--- src/rtl/shared_counter_ctrl_if.sv ---
// Bus between the shared interval counter controller and its requesters.
// The master side is the requester bank; the slave side is the controller.
interface shared_counter_ctrl_if #(
    parameter int NUM_REQ = 4,
    parameter int CNT_W   = 8
);
    logic [NUM_REQ-1:0]       req;
    logic [NUM_REQ*CNT_W-1:0] len;
    logic [NUM_REQ-1:0]       grant;
    logic [NUM_REQ-1:0]       done;
    logic                     busy;
    logic [CNT_W-1:0]         count;

    modport master (
        output req,
        output len,
        input  grant,
        input  done,
        input  busy,
        input  count
    );

    modport slave (
        input  req,
        input  len,
        output grant,
        output done,
        output busy,
        output count
    );
endinterface

--- src/rtl/shared_counter_ctrl.sv ---
// Round-robin owner of one shared up-counter: the winner gets len+1 counting
// cycles, then a one-cycle done pulse, unless it drops req first (abort).
module shared_counter_ctrl #(
    parameter int NUM_REQ = 4,
    parameter int CNT_W   = 8
) (
    input logic                  clk,
    input logic                  reset,
    shared_counter_ctrl_if.slave bus
);

    localparam int IDX_W = (NUM_REQ > 1) ? $clog2(NUM_REQ) : 1;

    typedef enum logic [1:0] {
        IDLE,
        COUNT,
        DONE
    } state_t;

    state_t             state;
    logic [IDX_W-1:0]   rr_ptr;
    logic [IDX_W-1:0]   owner;
    logic [IDX_W-1:0]   winner;
    logic [IDX_W-1:0]   next_ptr;
    logic               found;
    logic [CNT_W-1:0]   target;
    logic [CNT_W-1:0]   count_q;
    logic [NUM_REQ-1:0] grant_q;
    logic [NUM_REQ-1:0] done_q;
    logic               busy_q;
    logic [CNT_W-1:0]   len_arr [NUM_REQ];

    for (genvar i = 0; i < NUM_REQ; i++) begin : g_len
        assign len_arr[i] = bus.len[i*CNT_W +: CNT_W];
    end

    // First requester at or above rr_ptr, wrapping around, wins the counter.
    always_comb begin
        winner = '0;
        found  = 1'b0;
        for (int k = 0; k < NUM_REQ; k++) begin
            if (!found && bus.req[(int'(rr_ptr) + k) % NUM_REQ]) begin
                found  = 1'b1;
                winner = IDX_W'((int'(rr_ptr) + k) % NUM_REQ);
            end
        end
    end

    assign next_ptr = (int'(owner) == NUM_REQ - 1) ? '0 : owner + 1'b1;

    always_ff @(posedge clk or negedge reset) begin
        if (!reset) begin
            state   <= IDLE;
            rr_ptr  <= '0;
            owner   <= '0;
            target  <= '0;
            count_q <= '0;
            grant_q <= '0;
            done_q  <= '0;
            busy_q  <= 1'b0;
        end else begin
            case (state)
                IDLE: begin
                    if (found) begin
                        grant_q <= NUM_REQ'(1) << winner;
                        owner   <= winner;
                        target  <= len_arr[winner];
                        count_q <= '0;
                        busy_q  <= 1'b1;
                        state   <= COUNT;
                    end
                end
                COUNT: begin
                    // A dropped request wins over reaching the target.
                    if (!bus.req[owner]) begin
                        grant_q <= '0;
                        count_q <= '0;
                        busy_q  <= 1'b0;
                        rr_ptr  <= next_ptr;
                        state   <= IDLE;
                    end else if (count_q == target) begin
                        done_q  <= grant_q;
                        grant_q <= '0;
                        count_q <= '0;
                        rr_ptr  <= next_ptr;
                        state   <= DONE;
                    end else begin
                        count_q <= count_q + 1'b1;
                    end
                end
                DONE: begin
                    done_q <= '0;
                    busy_q <= 1'b0;
                    state  <= IDLE;
                end
                default: begin
                    grant_q <= '0;
                    done_q  <= '0;
                    count_q <= '0;
                    busy_q  <= 1'b0;
                    state   <= IDLE;
                end
            endcase
        end
    end

    assign bus.grant = grant_q;
    assign bus.done  = done_q;
    assign bus.busy  = busy_q;
    assign bus.count = count_q;

endmodule

--- src/flat_wrapper.sv ---
// flat-port wrapper written by rule: the top's interface ports become plain ports
module shared_counter_ctrl_flat 
#(
    parameter int NUM_REQ = 4,
    parameter int CNT_W   = 8
)
  (clk, reset, bus_req, bus_len, bus_grant, bus_done, bus_busy, bus_count);
  shared_counter_ctrl_if #(.NUM_REQ(NUM_REQ), .CNT_W(CNT_W)) bus_i ();
  input logic clk;
  input logic reset;
  input wire logic [$bits(bus_i.req)-1:0] bus_req;
  input wire logic [$bits(bus_i.len)-1:0] bus_len;
  output wire logic [$bits(bus_i.grant)-1:0] bus_grant;
  output wire logic [$bits(bus_i.done)-1:0] bus_done;
  output wire logic [$bits(bus_i.busy)-1:0] bus_busy;
  output wire logic [$bits(bus_i.count)-1:0] bus_count;
  assign bus_i.req = bus_req;
  assign bus_i.len = bus_len;
  assign bus_grant = bus_i.grant;
  assign bus_done = bus_i.done;
  assign bus_busy = bus_i.busy;
  assign bus_count = bus_i.count;
  shared_counter_ctrl #(.NUM_REQ(NUM_REQ), .CNT_W(CNT_W)) u_core (.clk(clk), .reset(reset), .bus(bus_i));
endmodule
--- config.mk ---
export PLATFORM = sky130hd
export DESIGN_NAME = shared_counter_ctrl_flat
export DESIGN_NICKNAME = d
export VERILOG_FILES = /design/src/rtl/shared_counter_ctrl_if.sv /design/src/rtl/shared_counter_ctrl.sv /design/src/flat_wrapper.sv
export SDC_FILE = /design/constraint.sdc
export NUM_CORES = 1
export LEC_CHECK = 0
export ABC_AREA = 1
export BUFFER_PORTS_ARGS = -buffer_cell sky130_fd_sc_hd__buf_2
export CAP_MARGIN = 10
export CORE_MARGIN = 10
export CORE_UTILIZATION = 50
export DETAILED_ROUTE_END_ITERATION = 10
export PLACE_DENSITY = 0.76
export RECOVER_POWER = 50
export SLEW_MARGIN = 15
export SYNTH_ARGS = -nofsm -noshare
export SYNTH_HDL_FRONTEND = slang
export SYNTH_SLANG_ARGS = --single-unit
--- constraint.sdc ---
create_clock -name clk -period 2.29 [get_ports clk]
set_input_delay 0.458 -clock clk [delete_from_list [all_inputs] [get_ports clk]]
set_output_delay 0.458 -clock clk [all_outputs]
set_load 0.05 [all_outputs]
### Word-level counts from Yosys, hierarchy flattened

Cells that the tools add are included.

| cells by class | value |
|---|---|
| add/subtract/negate cells | 5 |
| $lt $le $gt $ge | 6 |
| eq/ne operators | 10 |
| shift operators | 1 |
| mux-type cells | 45 |
| bitwise logic cells | 6 |
| reduce and logical (&&, ||, !) cells | 17 |

Operators by type and width:

| kind | count |
|---|---|
| 8-bit two-way mux | 5 |
| 8-bit one-hot mux with 3 select lines | 1 |
| 2-bit two-way mux | 10 |
| 4-bit two-way mux | 5 |
| 8-bit binary-select mux with 2-bit select | 1 |
| 1-bit two-way mux | 14 |
| 3-bit by 4-bit less-than comparator with 1-bit output (second input constant) | 3 |
| 4-bit one-hot mux with 3 select lines | 1 |
| 1-bit binary-select mux with 2-bit select | 5 |
| 2-bit AND reduction | 5 |
| 8-bit by 1-bit adder with 8-bit output (second input constant) | 1 |
| 8-bit equality test | 1 |
| 4-bit one-hot mux with 2 select lines | 1 |
| 2-bit by 3-bit less-than comparator with 1-bit output (second input constant) | 2 |
| 2-bit by 1-bit != test with 1-bit output (second input constant) | 3 |
| 3-bit AND reduction | 2 |
| 2-bit OR reduction | 3 |
| 2-bit by 1-bit adder with 2-bit output (second input constant) | 2 |
| 2-bit adder (second input constant) | 2 |
| 2-bit by 1-bit equality test with 1-bit output (second input constant) | 2 |
| 2-bit != test (second input constant) | 2 |
| 2-bit one-hot mux with 2 select lines | 1 |
| 1-bit by 2-bit left shift with 4-bit output (first input constant) | 1 |
| 1-bit bitwise AND (first input constant) | 3 |
| other kinds (9) | 14 |

| word-level totals | value |
|---|---|
| flip-flop bits (word level) | 31 |
| bits of input ports | 38 |
| output and inout bits | 17 |
| logic and storage cells | 98 |

### Longest topological paths before layout

Gate-level depths: netlist (run 1).

| depth | value |
|---|---|
| depth after elaboration | 18 |
| gate-level depth with buffers | 16 |
| gate-level depth less buffers | 15 |

### Worst setup path after synthesis (run 1)

Ideal clock, no wire load.

| timing path | value |
|---|---|
| path type | reg-to-reg |
| from | register u_core.count_q[2] (netlist: u_core.bus.count[2]) |
| to | register u_core.count_q[1] (netlist: u_core.bus.count[1]) |
| setup time | 77 ps |
| data arrival time | 1757 ps |
| data required time | 2213 ps |
| setup slack | 456 ps |
| cell stages (with the launch flop) | 10 |
| path buffers | 0 |
| clock period less this slack | 1834 ps |
| cell sequence | dfrtp_1 inv_1 or2_2 nand4_1 nor2_1 nand2_1 nand3_1 nand2_2 o21ai_0 a21oi_1 |

| on the way | value |
|---|---|
| word-level cells in the longest chain between the ends | 4 |

Ends and longest elaborated chain:

| what | RTL line | text |
|---|---|---|
| start: declaration | shared_counter_ctrl.sv:27 | `logic [CNT_W-1:0] count_q;` |
| start signal: assignment | shared_counter_ctrl.sv:88 | `count_q <= count_q + 1'b1;` |
| 8-bit equality test | shared_counter_ctrl.sv:81 | `end else if (count_q == target) begin` |
| 8-bit two-way mux | shared_counter_ctrl.sv:81 |  |
| 8-bit two-way mux | shared_counter_ctrl.sv:75 | `if (!bus.req[owner]) begin` |
| 8-bit one-hot mux with 3 select lines | shared_counter_ctrl.sv:62 | `case (state)` |

Every way passes these cells.
A chain may end at the register's enable or synchronous reset.

### Worst setup path after layout (run 1)

| timing path | value |
|---|---|
| from | register u_core.rr_ptr[0] |
| to | register u_core.target[5] |

| on the way | value |
|---|---|
| word-level cells in the longest chain between the ends | 16 |
| elaborated cells between the ends (all ways) | 33 |
| classes of those cells | add/sub (3); mux (22); bitwise (1); reduce/logical (7) |

Ends and longest elaborated chain:

| what | RTL line | text |
|---|---|---|
| start: declaration | shared_counter_ctrl.sv:21 | `logic [IDX_W-1:0] rr_ptr;` |
| start signal: assignment | shared_counter_ctrl.sv:79 | `rr_ptr <= next_ptr;` |
| start signal: assignment | shared_counter_ctrl.sv:85 | `rr_ptr <= next_ptr;` |
| 2-bit by 1-bit adder with 2-bit output / 1-bit binary-select mux with 2-bit select (equally long branches) | shared_counter_ctrl.sv:42, shared_counter_ctrl.sv:44 |  |
| 1-bit binary-select mux with 2-bit select / 1-bit two-way mux (equally long branches) | shared_counter_ctrl.sv:42 | `if (!found && bus.req[(int'(rr_ptr) + k) % NUM_REQ]) begin` |
| 1-bit two-way mux (not written as such) | shared_counter_ctrl.sv:42 |  |
| 1-bit two-way mux (not written as such) / 1-bit logical NOT (equally long branches) | shared_counter_ctrl.sv:42 |  |
| 1-bit logical AND | shared_counter_ctrl.sv:42 |  |
| 1-bit two-way mux | shared_counter_ctrl.sv:42 |  |
| 1-bit logical NOT | shared_counter_ctrl.sv:42 |  |
| 1-bit logical AND | shared_counter_ctrl.sv:42 |  |
| 1-bit two-way mux | shared_counter_ctrl.sv:42 |  |
| 1-bit logical NOT | shared_counter_ctrl.sv:42 |  |
| 1-bit logical AND | shared_counter_ctrl.sv:42 |  |
| 2-bit two-way mux | shared_counter_ctrl.sv:42 |  |
| 2-bit inverter with 3-bit output (not written as such) | shared_counter_ctrl.sv:67 | `target <= len_arr[winner];` |
| 8-bit binary-select mux with 2-bit select | shared_counter_ctrl.sv:67 |  |
| 8-bit two-way mux (not written as such) (2 in a row) | shared_counter_ctrl.sv:67 |  |
| end signal: assignment | shared_counter_ctrl.sv:67 |  |
| end: declaration | shared_counter_ctrl.sv:26 | `logic [CNT_W-1:0] target;` |

Parallel ways exist; a longest one is shown, timed or not. The select of a mux whose other input is x is not followed.

==> run summary, run 1 <==
The setup slack of the worst register-to-register path is just over 0.3 ns. In this run the worst setup path begins at u_core.rr_ptr[0]$_DFFE_PN0P_. The number of clock sinks seen by CTS came out at 31. The share of the yosys chip area belonging to registers came out at a little under two fifths. The met2 usage came out at 21.2%. The count of maximum capacitance violations is 1.

The met3 track demand over resource is about 3.1%. The proportion of layout cells with a drive suffix above 1 is ~22%. The effective utilization at floorplan is approximately 52%. The final reports fail on max-capacitance violations, max-slew violations.

Fill cells in the final layout number approximately 370. The flow ran to the end, but the final reports show violations. The fraction of met1 tracks used by global routing is between 10% and 20%. The post-CTS setup buffer count is 0. The worst-case reg-to-reg path depth came out at 14. The largest total area in the synthesized netlist belongs to dfrtp_1. CTS built an H-tree with a depth of 2. The share of synthesized flip-flops with an asynchronous set or reset came out at 100%. TritonCTS built the clock tree. The clock-pin slew on the worst setup and hold paths came out at ~0.06 ns.

Among all stages on the critical path, the largest delay is contributed by dfrtp_2. The max-slew violation count is 32. The routed design has approximately 5100 microns of wire. The die boundary height came out at about 85 microns. The number of buffer cells added on primary ports is 54. In the routed design, unresolved DRC markers number 0. Entering global routing, the biggest net connects 32 pins.

Setup repair after global routing left no endpoint under its margin. The routability-driven placement congestion ratio came out at between 0.9 and 1. The floorplan step set the die width to 84.6 microns.

The number of nets handed over by synthesis was around 360. The final layout contains ~420 nets. 55 I/O pins were placed. The worst setup path is captured at a register. The Yosys step of the flow raised 0 warnings. The placeable core region is 4030 sq um. In this run, the number of DRC markers left after iteration 0 of detailed routing was approximately 140. The area enclosed by the die boundary is 7160 sq um. The half-perimeter wire length after placement came out at 4070 microns. The core utilization of the finished layout came out at between 60% and 70%. The most used flip-flop cell after synthesis is dfrtp_1. The number of rows in the core area came out at 23. The design internal power came out at 1770 uW. The via count of the first global-routing pass was ~2,000.

In this run the critical register-to-register path is captured at u_core.target[5]$_DFFE_PN0P_. The final critical path takes up between 80 and 90% of the cycle. The highest fanout seen on the critical path is 20. Traced cell by cell, the critical path runs through inv_2 > nand2_1 > nand3_1 > nand2_2 > nor2_1 > nor2_2 > nand2_4 > nand2_2 > nand2_1 > nand2_1 > nand2_1 > nand2_1 > nand2_1 > nand2_1. The worst-margin pin slew came out at between 1.5 and 2 ns. The leakage power total came out at about 0.0014 uW. The count of non-filler cells in the finished layout is 428.

The netlist area before placement came out at 2090 sq um. For the final database, setup skew stands at between 0.004 and 0.005 ns. The number of failing setup endpoints in the final timing report is 0. The sum of negative setup slack came out at 0 ns. After synthesis, the cell types taking the most area are dfrtp_1 (37%), nand2_1 (29%), nand3_1 (7.0%), inv_1 (3.4%), a21oi_1 (2.6%).

The maximum clock path buffer count is 2. Dividing total power by cell area gives a power density of 1530 nW/um^2. Clock latency on the worst-skew pair, taken at its later pin, is around 0.29 ns. The arrival time at the worst endpoint is approximately 2.2 ns. The global-route wire length before repair came out at between 8000 and 9000 microns.

In the routed layout, each cell is associated on average with a via count of between 4 and 5. The area growth from synthesis to layout is 18.9%. The total CTS buffers is 5.

The portion of total power attributed to combinational logic is between 60% and 70%. In this run, synthesis inferred 0 flip-flops with an integrated enable. The startpoint identified for the worst hold timing path is u_core.bus.busy$_DFFE_PN0P_.

Dividing the detail-routed wire length by the instance count gives between 10 and 15 microns. The critical path's largest stage delay is about 0.50 ns. Detailed routing inserted a total of 2,128 vias. The switching share of total power came out at between 50% and 60%. The worst pin sits at a relative slew slack of -6.68%. The critical path capture point is u_core.target[5]$_DFFE_PN0P_. The number of placed instances with taps included is 420. The number of nets still failing antenna checks after routing came out at 0. The launch point of the worst reg-to-reg path is u_core.rr_ptr[0]$_DFFE_PN0P_. The worst IR drop on VDD is ~1.1 mV.

The number of failing hold endpoints at the final stage is 0. The mean area per synthesized cell is between 6 and 7 sq um. The post-route worst hold slack came out at approximately 0.47 ns. For the finished layout, the period the worst path requires is around 2 ns. The share of synthesized area in the top cell type comes to around 37%. The overall routing resource usage came out at 14.3%. The power share of the sequential group is about a quarter. For the worst setup path, the data required time is 2.47 ns. Summed over all layers, the global routing overflow is 0. The min-delay analysis places its worst path in the category reg -> reg. The number of antenna violations at the first check in global routing came out at 0. Synthesis produced a netlist whose cell count is roughly 320.

The unique cell type count in the Yosys netlist is 28. Derived from the worst setup path, the maximum achievable clock frequency is ~500 MHz. Among the stages of the critical path, the cell type that occurs most often is nand2_1. The reported net switching power came out at just over 2000 uW. STA classifies the critical path startpoint as a register.

The number of diodes added for antenna fixing came out at 0. The most crowded layer after global routing is met2. Clock tree synthesis selected as its root buffer the cell clkbuf_8. Of the total power, the clock network draws roughly an eighth. The first detailed-routing pass took 5 iterations.

The setup path with the least slack is of type reg -> reg. After synthesis the netlist holds a flip-flop and latch count of 31.
-- cell families after synthesis --
logic type	count (synthesis)	synth area share [%]
buffers and inverters	30	6.95
and+or+nand+nor	227	46.6
DFF	31	37.2
adders and majority gates	2	1.20
xor gates and xnor gates	2	0.839
AOI/OAI and AO/OA	27	7.19
-- layout make-up --
type | count | area, sq um | area share (%)
Multi-Input combinational cell | 258 | 1170 | 47.0
Sequential cell | 31 | 777 | 31.3
Timing Repair Buffer | 58 | 289 | 11.6
Clock buffer | 8 | 100 | 4.03
Inverter | 23 | 86.3 | 3.48
Tap cell | 50 | 62.6 | 2.52
-- through the flow --
step	power [uW]	setup slack, ns	area, sq um
after floorplan	2910	0.456	2090
after global placement	3280	0.257	2390
after detailed placement	3330	0.200	2390
after CTS	3820	0.165	2490
after global routing	4190	0.0804	2480
final	3790	0.303	2480
-- cells in the final DEF (no fill, tap or decap), types with 2 or more instances in the layout --
master,instances
a21oi_1,11
buf_2,45
buf_4,4
clkbuf_1,10
clkbuf_8,7
dfrtp_1,30
ha_1,2
inv_1,19
inv_2,4
nand2_1,160
nand2_2,7
nand3_1,29
nand4_1,4
nor2_1,8
nor2_2,2
nor3_1,4
o21ai_0,10
o21ai_1,2
or2_2,8
xor2_1,2
-- registers in the layout, indices dropped and copies added (netlist names) --
signal            flops
u_core.bus.count      8
u_core.bus.busy       1
u_core.state          2
u_core.rr_ptr         2
u_core.owner          2
u_core.bus.grant      4
u_core.bus.done       4
u_core.target         8
-- metal layers --
layer  vias to the layer above  wire, microns
met2                        65           2160
met4                         0            102
met3                        10            274
met1                       923           2600
met5                         -              0
li1                       1130              -
-- cells in the mapped netlist (2+ instances only) --
| cell | number |
|---|---|
| nand2_1 | 160 |
| dfrtp_1 | 31 |
| nand3_1 | 29 |
| inv_1 | 19 |
| a21oi_1 | 11 |
| o21ai_0 | 10 |
| nor2_1 | 8 |
| or2_2 | 8 |
| nand2_2 | 7 |
| inv_2 | 4 |
| nand4_1 | 4 |
| nor3_1 | 4 |
| buf_6 | 3 |
| buf_2 | 2 |
| buf_4 | 2 |
| ha_1 | 2 |
| nor2_2 | 2 |
| o21ai_1 | 2 |
| xor2_1 | 2 |
-- power groups by stage --
stage	logic [uW]	registers (uW)	clock network [uW]
after global routing	2760	931	497
after global placement	2380	903	0
after CTS	2440	899	476
final	2420	903	470
after detailed placement	2430	907	0
after floorplan	1840	1070	0
-- worst max-delay path, delay by kind of cell, from the launching register on --
kind                   cells  cell delay [ns]
flip-flops                 1             0.50
buffers and inverters      1             0.14
AND/OR/NAND/NOR           13             1.23
-- what timing repair did --
item / CTS / global route
hold buffers: 0 / 0
gates resized for setup: 0 / 1
endpoints found under the setup margin: 0 / 9
-- worst min path at each step --
stage / to / slack, ns / depth (start not counted)
global route: u_core.bus.busy$_DFFE_PN0P_ / 0.51 / 2
finish: u_core.bus.busy$_DFFE_PN0P_ / 0.47 / 2
global placement: u_core.bus.busy$_DFFE_PN0P_ / 0.45 / 2
floorplan: u_core.bus.busy$_DFFE_PN0P_ / 0.16 / 0
detailed placement: u_core.bus.busy$_DFFE_PN0P_ / 0.46 / 2
CTS: u_core.bus.done[0]$_DFFE_PN0P_ / 0.23 / 1
No activity file was read; power rests on OpenSTA's default activity.
==> inputs of run 2 (changes only) <==
Settings changed: HOLD_SLACK_MARGIN set to 0.12, MAX_ROUTING_LAYER set to met4, TNS_END_PERCENT set to 20.
==> run summary, run 2 (synthesis results as in run 1) <==
The final design instance area without fill came out at 2480 sq um (unchanged). The routability-driven placement congestion ratio is 0.933 (was 0.917). The worst IR drop on VDD is 1.14 mV (about the same). The global-route wire length before repair is 8830 microns (was 8840 microns). The overall routing resource usage came out at 14.8% (was 14.3%). RSZ-0062 raised after global routing: false (unchanged). The max-slew violation count came out at 32 (unchanged). The routed wire length came out at 5110 microns (was 5130 microns). The arrival time at the worst endpoint came to 2.16 ns (about the same). The maximum clock path buffer count is 2 (unchanged). The kind of path behind the tightest hold check is reg -> reg (unchanged). The category of the worst setup path launch point is a register (unchanged). Violations in the final reports: max-capacitance violations, max-slew violations (unchanged). The count of maximum capacitance violations is 1 (unchanged).

The average wire per standard cell came out at 11.9 microns (was 12.0 microns). The highest fanout seen on the critical path is 20 (unchanged). The clock latency on the worst-skew pair is 0.28 ns (was 0.29 ns). The hold-fix buffer count after cts came out at 0 (unchanged). The effective utilization at floorplan came out at 51.8% (unchanged). The overall overflow remaining after global route came to 0 (unchanged). The number of design rule violations left after detail routing came out at 0 (unchanged). The die boundary height came out at 84.6 microns (unchanged). The post-place instance area came out at 2390 sq um (unchanged). The half-perimeter wire length after placement was 4070 microns (unchanged). The maximum clock frequency is 504 MHz (was 503 MHz). The die width came to 84.6 microns (unchanged).

The total CTS buffers came to 5 (unchanged). The area enclosed by the die boundary is 7160 sq um (unchanged). The number of H-tree levels came out at 2 (unchanged).

The number of antenna violations at the first check in global routing came out at 0 (unchanged). The total power per unit cell area came to 1530 nW/um^2 (about the same). Run status: finished with violations (unchanged). The number of rows in the core area is 23 (unchanged). The clock tree skew after final layout came out at 0.00303 ns (was 0.00406 ns). The leading cell type in the layout, fill and taps excluded is nand2_1 (unchanged). The number of failing setup endpoints in the final timing report is 0 (unchanged).

The leakage power total came to 0.00139 uW (unchanged). The number of buffer cells added on primary ports came to 54 (unchanged). The post-synthesis to final-layout area growth came out at 18.9% (unchanged).

The number of clock sinks seen by CTS came out at 31 (unchanged). The proportion of layout cells with a drive suffix above 1 came out at 21.7% (unchanged). The post-route fraction of the period consumed by the critical path came out at 86.7% (was 86.8%).

The number of placed instances with taps included came to 420 (unchanged). The classification of the worst setup path was reg -> reg (unchanged). The placeable core region is 4030 sq um (unchanged).

Commonest cells after routing, fill and taps aside: nand2_1 (160), buf_2 (45), dfrtp_1 (30) (unchanged). The sum of negative setup slack is 0 ns (unchanged). The number of diodes added for antenna fixing was 0 (unchanged). The pin count of the biggest net entering global routing is 32 (unchanged). The number of failing hold endpoints at the final stage came out at 0 (unchanged). The number of nets still failing antenna checks after routing is 0 (unchanged). The critical path data required time came out at 2.46 ns (was 2.47 ns). The violation count after the first detailed-route iteration came to 127 (was 135). The worst-margin pin slew came out at 1.60 ns (about the same).

The max-slew headroom at the worst pin came out at -6.61% (was -6.68%). The total I/O pin count is 55 (unchanged). The time the worst path needs with I/O delays and setup is 1.98 ns (was 1.99 ns). The number of vias per cell after detailed routing came out at 4.97 (about the same). The number of iterations in the first detailed-routing pass is 5 (unchanged). The post-layout net count is 417 (unchanged). The endpoint class of the critical path is a register (unchanged).

The root cell of the clock tree is clkbuf_8 (unchanged). The via count of the first global-routing pass is 2,011 (unchanged). The post-CTS setup buffer count came to 0 (unchanged). The TritonCTS clock tree was built (unchanged).

The clock-pin slew on the worst setup and hold paths is 0.06 ns (about the same). The count of non-filler cells in the finished layout is 428 (unchanged). The overall via count from detail_route is 2,126 (was 2,128).
-- run 2: timing repair --
action / CTS / global route
gates resized for setup: 0 / 1
endpoints found under the hold margin: 0 / 0
setup endpoints to repair: 0 / 9
-- run 2: final cells by class --
class,instances,area [sq um]
Clock buffer,8,100
Fill cell,373,1550
Inverter,23,86.3
Multi-Input combinational cell,258,1170
Sequential cell,31,777
Tap cell,50,62.6
Timing Repair Buffer,58,289
-- run 2: path summary, 6_finish.rpt --
check                                              from                        endpoint  slack [ns]  depth (start not counted)
setup / recovery           u_core.rr_ptr[0]$_DFFE_PN0P_    u_core.target[5]$_DFFE_PN0P_        0.31                         14
hold / removal              u_core.bus.busy$_DFFE_PN0P_     u_core.bus.busy$_DFFE_PN0P_        0.47                          2
setup reg to reg           u_core.rr_ptr[0]$_DFFE_PN0P_    u_core.target[5]$_DFFE_PN0P_        0.31                         14
hold reg to reg             u_core.bus.busy$_DFFE_PN0P_     u_core.bus.busy$_DFFE_PN0P_        0.47                          2
max in group asynchronous                         reset    u_core.rr_ptr[0]$_DFFE_PN0P_        0.68                          1
min in group asynchronous                         reset  u_core.bus.done[0]$_DFFE_PN0P_        0.57                          1
-- run 2: stage by stage --
step / total power, uW / utilization [%] / hold slack, ns / setup slack (ns)
2_1_floorplan: 2910 / - / 0.162 / 0.456
3_3_place_gp: 3280 / 59.3 / 0.452 / 0.257
3_5_place_dp: 3330 / 59.3 / 0.457 / 0.200
4_1_cts: 3820 / 61.8 / 0.229 / 0.165
5_1_grt: 4190 / 61.6 / 0.509 / 0.0805
6_report: 3780 / 61.6 / 0.472 / 0.305
-- run 2: worst max-delay path: stages (launching register included) --
cell	delay (ns)
dfrtp_2	0.50
inv_2	0.14
nand2_1	0.08
nand3_1	0.10
nand2_2	0.09
nor2_1	0.19
nor2_2	0.07
nand2_4	0.08
nand2_2	0.21
nand2_1	0.12
nand2_1	0.07
nand2_1	0.05
nand2_1	0.06
nand2_1	0.06
nand2_1	0.05
-- run 2: metal layers --
metal | global-route usage, % | wire (microns) | up-vias
met3 | 3.09 | 252 | 12
met2 | 21.2 | 2160 | 70
li1 | - | - | 1129
met4 | 6.59 | 93 | 0
met1 | 19.4 | 2610 | 915
met5 | - | 0 | -
-- run 2: where the power goes --
group          internal (uW)  total, uW  switching, uW
clock                    274        467            193
sequential               741        903            162
combinational            759       2420           1660
total                   1770       3780           2010
==> inputs of run 3 (changes only) <==
Settings changed: ABC_AREA 1 to not set, CAP_MARGIN 10 to 20, PLACE_DENSITY 0.76 to 0.78.
==> run summary, run 3 <==
The capture point of the worst reg-to-reg path is u_core.target[0]$_DFFE_PN0P_ (was u_core.target[5]$_DFFE_PN0P_). The multi-input gate area in the final layout came out at 971 sq um (was 1170 sq um). The arrival time at the worst endpoint came to 2.29 ns (was 2.16 ns). The number of H-tree levels came out at 2 (unchanged). Top cell types by occurrence after synthesis: dfrtp_1 (31), o21ai_0 (15), nand3_1 (12), nor2_1 (12), a21oi_1 (11) (was nand2_1 (160), dfrtp_1 (31), nand3_1 (29)).

The overall routing resource usage is 14.4% (was 14.8%). The endpoint class of the critical path is a register (unchanged). The post-layout net count came out at 279 (was 417).

Run status: finished with violations (unchanged). The number of diodes added for antenna fixing came out at 0 (unchanged). RSZ-0062 raised after global routing: false (unchanged). The placeable core region was 3390 sq um (was 4030 sq um). The mean area per synthesized cell came to 10.1 sq um (was 6.54 sq um). The unique cell type count in the Yosys netlist is 44 (was 28). The share of the yosys chip area belonging to registers is 43.3% (was 37.2%).

The total CTS buffers is 5 (unchanged). The count of maximum capacitance violations was 1 (unchanged). The number of antenna violations at the first check in global routing came out at 0 (unchanged). The number of buffer cells added on primary ports is 54 (unchanged). The time the worst path needs with I/O delays and setup came to 2.08 ns (was 1.98 ns). The overall overflow remaining after global route is 0 (unchanged).

The area enclosed by the die boundary is 6380 sq um (was 7160 sq um). The number of design rule violations left after detail routing is 0 (unchanged). The classification of the worst setup path is reg -> reg (unchanged). The launch point of the critical path was u_core.rr_ptr[0]$_DFFE_PN0P_ (unchanged). The launch point of the worst reg-to-reg path is u_core.rr_ptr[0]$_DFFE_PN0P_ (unchanged). The sum of negative setup slack came out at 0 ns (unchanged). The kind of path behind the tightest hold check is in -> reg (was reg -> reg). Critical path, cell by cell: nor2b_1 > nor4_4 > nor2_2 > mux2_2 > a221o_1 (was inv_2 > nand2_1 > nand3_1 > nand2_2 > nor2_1 > nor2_2 > nand2_4 > nand2_2 > nand2_1 > nand2_1 > nand2_1 > nand2_1 > nand2_1 > nand2_1).

The number of failing setup endpoints in the final timing report is 0 (unchanged). The number of filler instances in the final layout came out at 308 (was 373). The violation count after the first detailed-route iteration came to 136 (was 127).

The leakage power total came out at 0.00105 uW (was 0.00139 uW). The number of instances resized during post-cts repair is 0 (unchanged). The top cell family by delay on the critical path is simple AND/OR/NAND/NOR gates (unchanged). The final design instance area without fill is 2180 sq um (was 2480 sq um). The max-slew headroom at the worst pin came out at -6.42% (was -6.61%). The maximum clock frequency came out at 480 MHz (was 504 MHz). The highest fanout seen on the critical path is 9 (was 20). The worst-margin pin slew came to 1.60 ns (about the same). The leading cell type in the layout, fill and taps excluded is buf_2 (was nand2_1). The post-route fraction of the period consumed by the critical path came out at 91.0% (was 86.7%). Commonest cells after routing, fill and taps aside: buf_2 (46), dfrtp_1 (31), o21ai_0 (15) (was nand2_1 (160), buf_2 (45), dfrtp_1 (30)). The root cell of the clock tree was clkbuf_4 (was clkbuf_8).

The critical path capture point is u_core.target[0]$_DFFE_PN0P_ (was u_core.target[5]$_DFFE_PN0P_). The critical path's largest stage delay came to 0.45 ns (was 0.50 ns). The number of buffer and inverter stages on the critical path came to 0 (was 1).

The worst-case reg-to-reg path depth is 5 (was 14). The half-perimeter wire length after placement is 3550 microns (was 4070 microns). The number of clock sinks seen by CTS is 31 (unchanged).

The TritonCTS clock tree is built (unchanged). The overall via count from detail_route is 1,621 (was 2,126). The total I/O pin count came out at 55 (unchanged). The global-route wire length before repair came out at 7270 microns (was 8830 microns). The post-place instance area is 2150 sq um (was 2390 sq um). The clock tree skew after final layout is 0.0156 ns (was 0.00303 ns). The number of vias per cell after detailed routing is 5.67 (was 4.97). The total power per unit cell area is 1220 nW/um^2 (was 1530 nW/um^2). The clock latency on the worst-skew pair is 0.33 ns (was 0.28 ns). The post-synthesis to final-layout area growth came to 21.7% (was 18.9%). The netlist area before placement is 1790 sq um (was 2090 sq um). The number of rows in the core area was 21 (was 23). The routed wire length came out at 4340 microns (was 5110 microns). The category of the worst setup path launch point is a register (unchanged).

The average wire per standard cell is 15.2 microns (was 11.9 microns). The post-route worst hold slack came to 0.480 ns (was 0.472 ns). The net count of the mapped netlist was 217 (was 359).

The setup slack of the worst register-to-register path was 0.21 ns (was 0.31 ns). The pin count of the biggest net entering global routing is 32 (unchanged). The share of synthesized flip-flops with an asynchronous set or reset came out at 100% (unchanged).

The die boundary height is 79.9 microns (was 84.6 microns). The proportion of layout cells with a drive suffix above 1 came to 31.7% (was 21.7%). The cell type of the slowest stage on the worst timing path was nor2_2 (was dfrtp_2).

The critical path data required time is 2.50 ns (was 2.46 ns). The number of nets still failing antenna checks after routing is 0 (unchanged). The primary flip-flop cell chosen by synthesis mapping is dfrtp_1 (unchanged).

The leading area contributor after synthesis is dfrtp_1 (unchanged). The max-slew violation count is 32 (unchanged). The number of synthesized register bits came out at 31 (unchanged).

The count of flip-flops with a built-in enable after synthesis was 0 (unchanged). The most frequent cell after synthesis is dfrtp_1 (was nand2_1). The number of iterations in the first detailed-routing pass is 4 (was 5). The routability-driven placement congestion ratio came out at 0.800 (was 0.933). The via count of the first global-routing pass came out at 1,559 (was 2,011). Violations in the final reports: max-capacitance violations, max-slew violations (unchanged).

The register area is 776 sq um (was 777 sq um). The synthesized instance count came out at 177 (was 319). Synth area leaders: dfrtp_1 (43%), a221o_1 (4.5%), mux2_4 (4.2%), o21ai_0 (4.2%), xnor2_1 (3.9%) (was dfrtp_1 (37%), nand2_1 (29%), nand3_1 (7.0%), inv_1 (3.4%), a21oi_1 (2.6%)).

The number of failing hold endpoints at the final stage is 0 (unchanged). The die width came out at 79.9 microns (was 84.6 microns). The worst IR drop on VDD came out at 0.767 mV (was 1.14 mV). The hold-fix buffer count after cts is 0 (unchanged). The maximum clock path buffer count is 2 (unchanged).

The portion of synthesized cell area occupied by the leading cell type is 43.3% (was 37.2%). The post-CTS setup buffer count is 0 (unchanged). The clock-pin slew on the worst setup and hold paths is 0.10 ns (was 0.06 ns). The number of warning messages in the yosys log is 0 (unchanged). The number of cells on the critical path is 5 (was 14). The effective utilization at floorplan came out at 52.9% (was 51.8%).
==> run 3: cell types whose count changed after synthesis, sizes merged, moves of 5 or more <==
cell   previous run  this run
mux2              0        10
o21ai            12        17
a21o              0         5
nand3            30        12
a221o             0         8
or2               8         2
nand2           168        10
xnor2             0         8
inv              23         3
==> run 3: logic make-up after synthesis <==
logic type	share of synthesized area, %
AND/OR/NAND/NOR	17.0
AO/OA/AOI/OAI	20.5
flip-flops	43.3
multiplexers	10.8
buffers and inverters	2.58
XOR/XNOR	4.40
adder cells (fa/ha/maj)	1.40
==> run 3: stage by stage <==
step	util, %	power, uW	cells	worst slack (ns)
floorplan	-	2040	177	0.291
global placement	63.3	2370	278	0.0864
detailed placement	63.3	2410	278	0.00323
CTS	64.8	2710	286	0.201
global route	64.4	2860	286	0.0851
finish	64.4	2660	286	0.207
==> run 3: how the worst min path moves through the flow <==
stage,cells after the start,endpoint,from
after floorplan,0,u_core.bus.busy$_DFFE_PN0P_,reset
after global placement,2,u_core.bus.done[3]$_DFFE_PN0P_,u_core.bus.done[3]$_DFFE_PN0P_
after detailed placement,1,u_core.bus.grant[3]$_DFFE_PN0P_,u_core.bus.grant[3]$_DFFE_PN0P_
after CTS,1,u_core.bus.count[6]$_DFFE_PN0P_,reset
after global routing,3,u_core.target[1]$_DFFE_PN0P_,bus_len[25]
final,3,u_core.target[1]$_DFFE_PN0P_,bus_len[17]
==> run 3: cell type report <==
class                           instances  share of cell area [%]
Inverter                                3                   0.516
Clock inverter                          1                   0.229
Tap cell                               46                    2.64
Clock buffer                            7                    2.06
Multi-Input combinational cell        136                    44.5
Timing Repair Buffer                   62                    14.5
Sequential cell                        31                    35.6
==> run 3: layer usage <==
metal	up-vias	part of all wire, %	GRT usage [%]
li1	791	-	-
met1	765	48	17.7
met2	58	45	21.2
met3	7	6.7	5.41
met4	0	1.0	4.75
met5	-	0	-
==> run 3: worst register-to-register path: stages (launching register included) <==
cell	delay, ns
dfrtp_1	0.40
nor2b_1	0.29
nor4_4	0.11
nor2_2	0.45
mux2_2	0.40
a221o_1	0.31
==> run 3: where the power goes <==
| part | internal (uW) | switching, uW |
|---|---|---|
| sequential | 745 | 182 |
| clock | 119 | 178 |
| combinational | 581 | 859 |
| total | 1440 | 1220 |
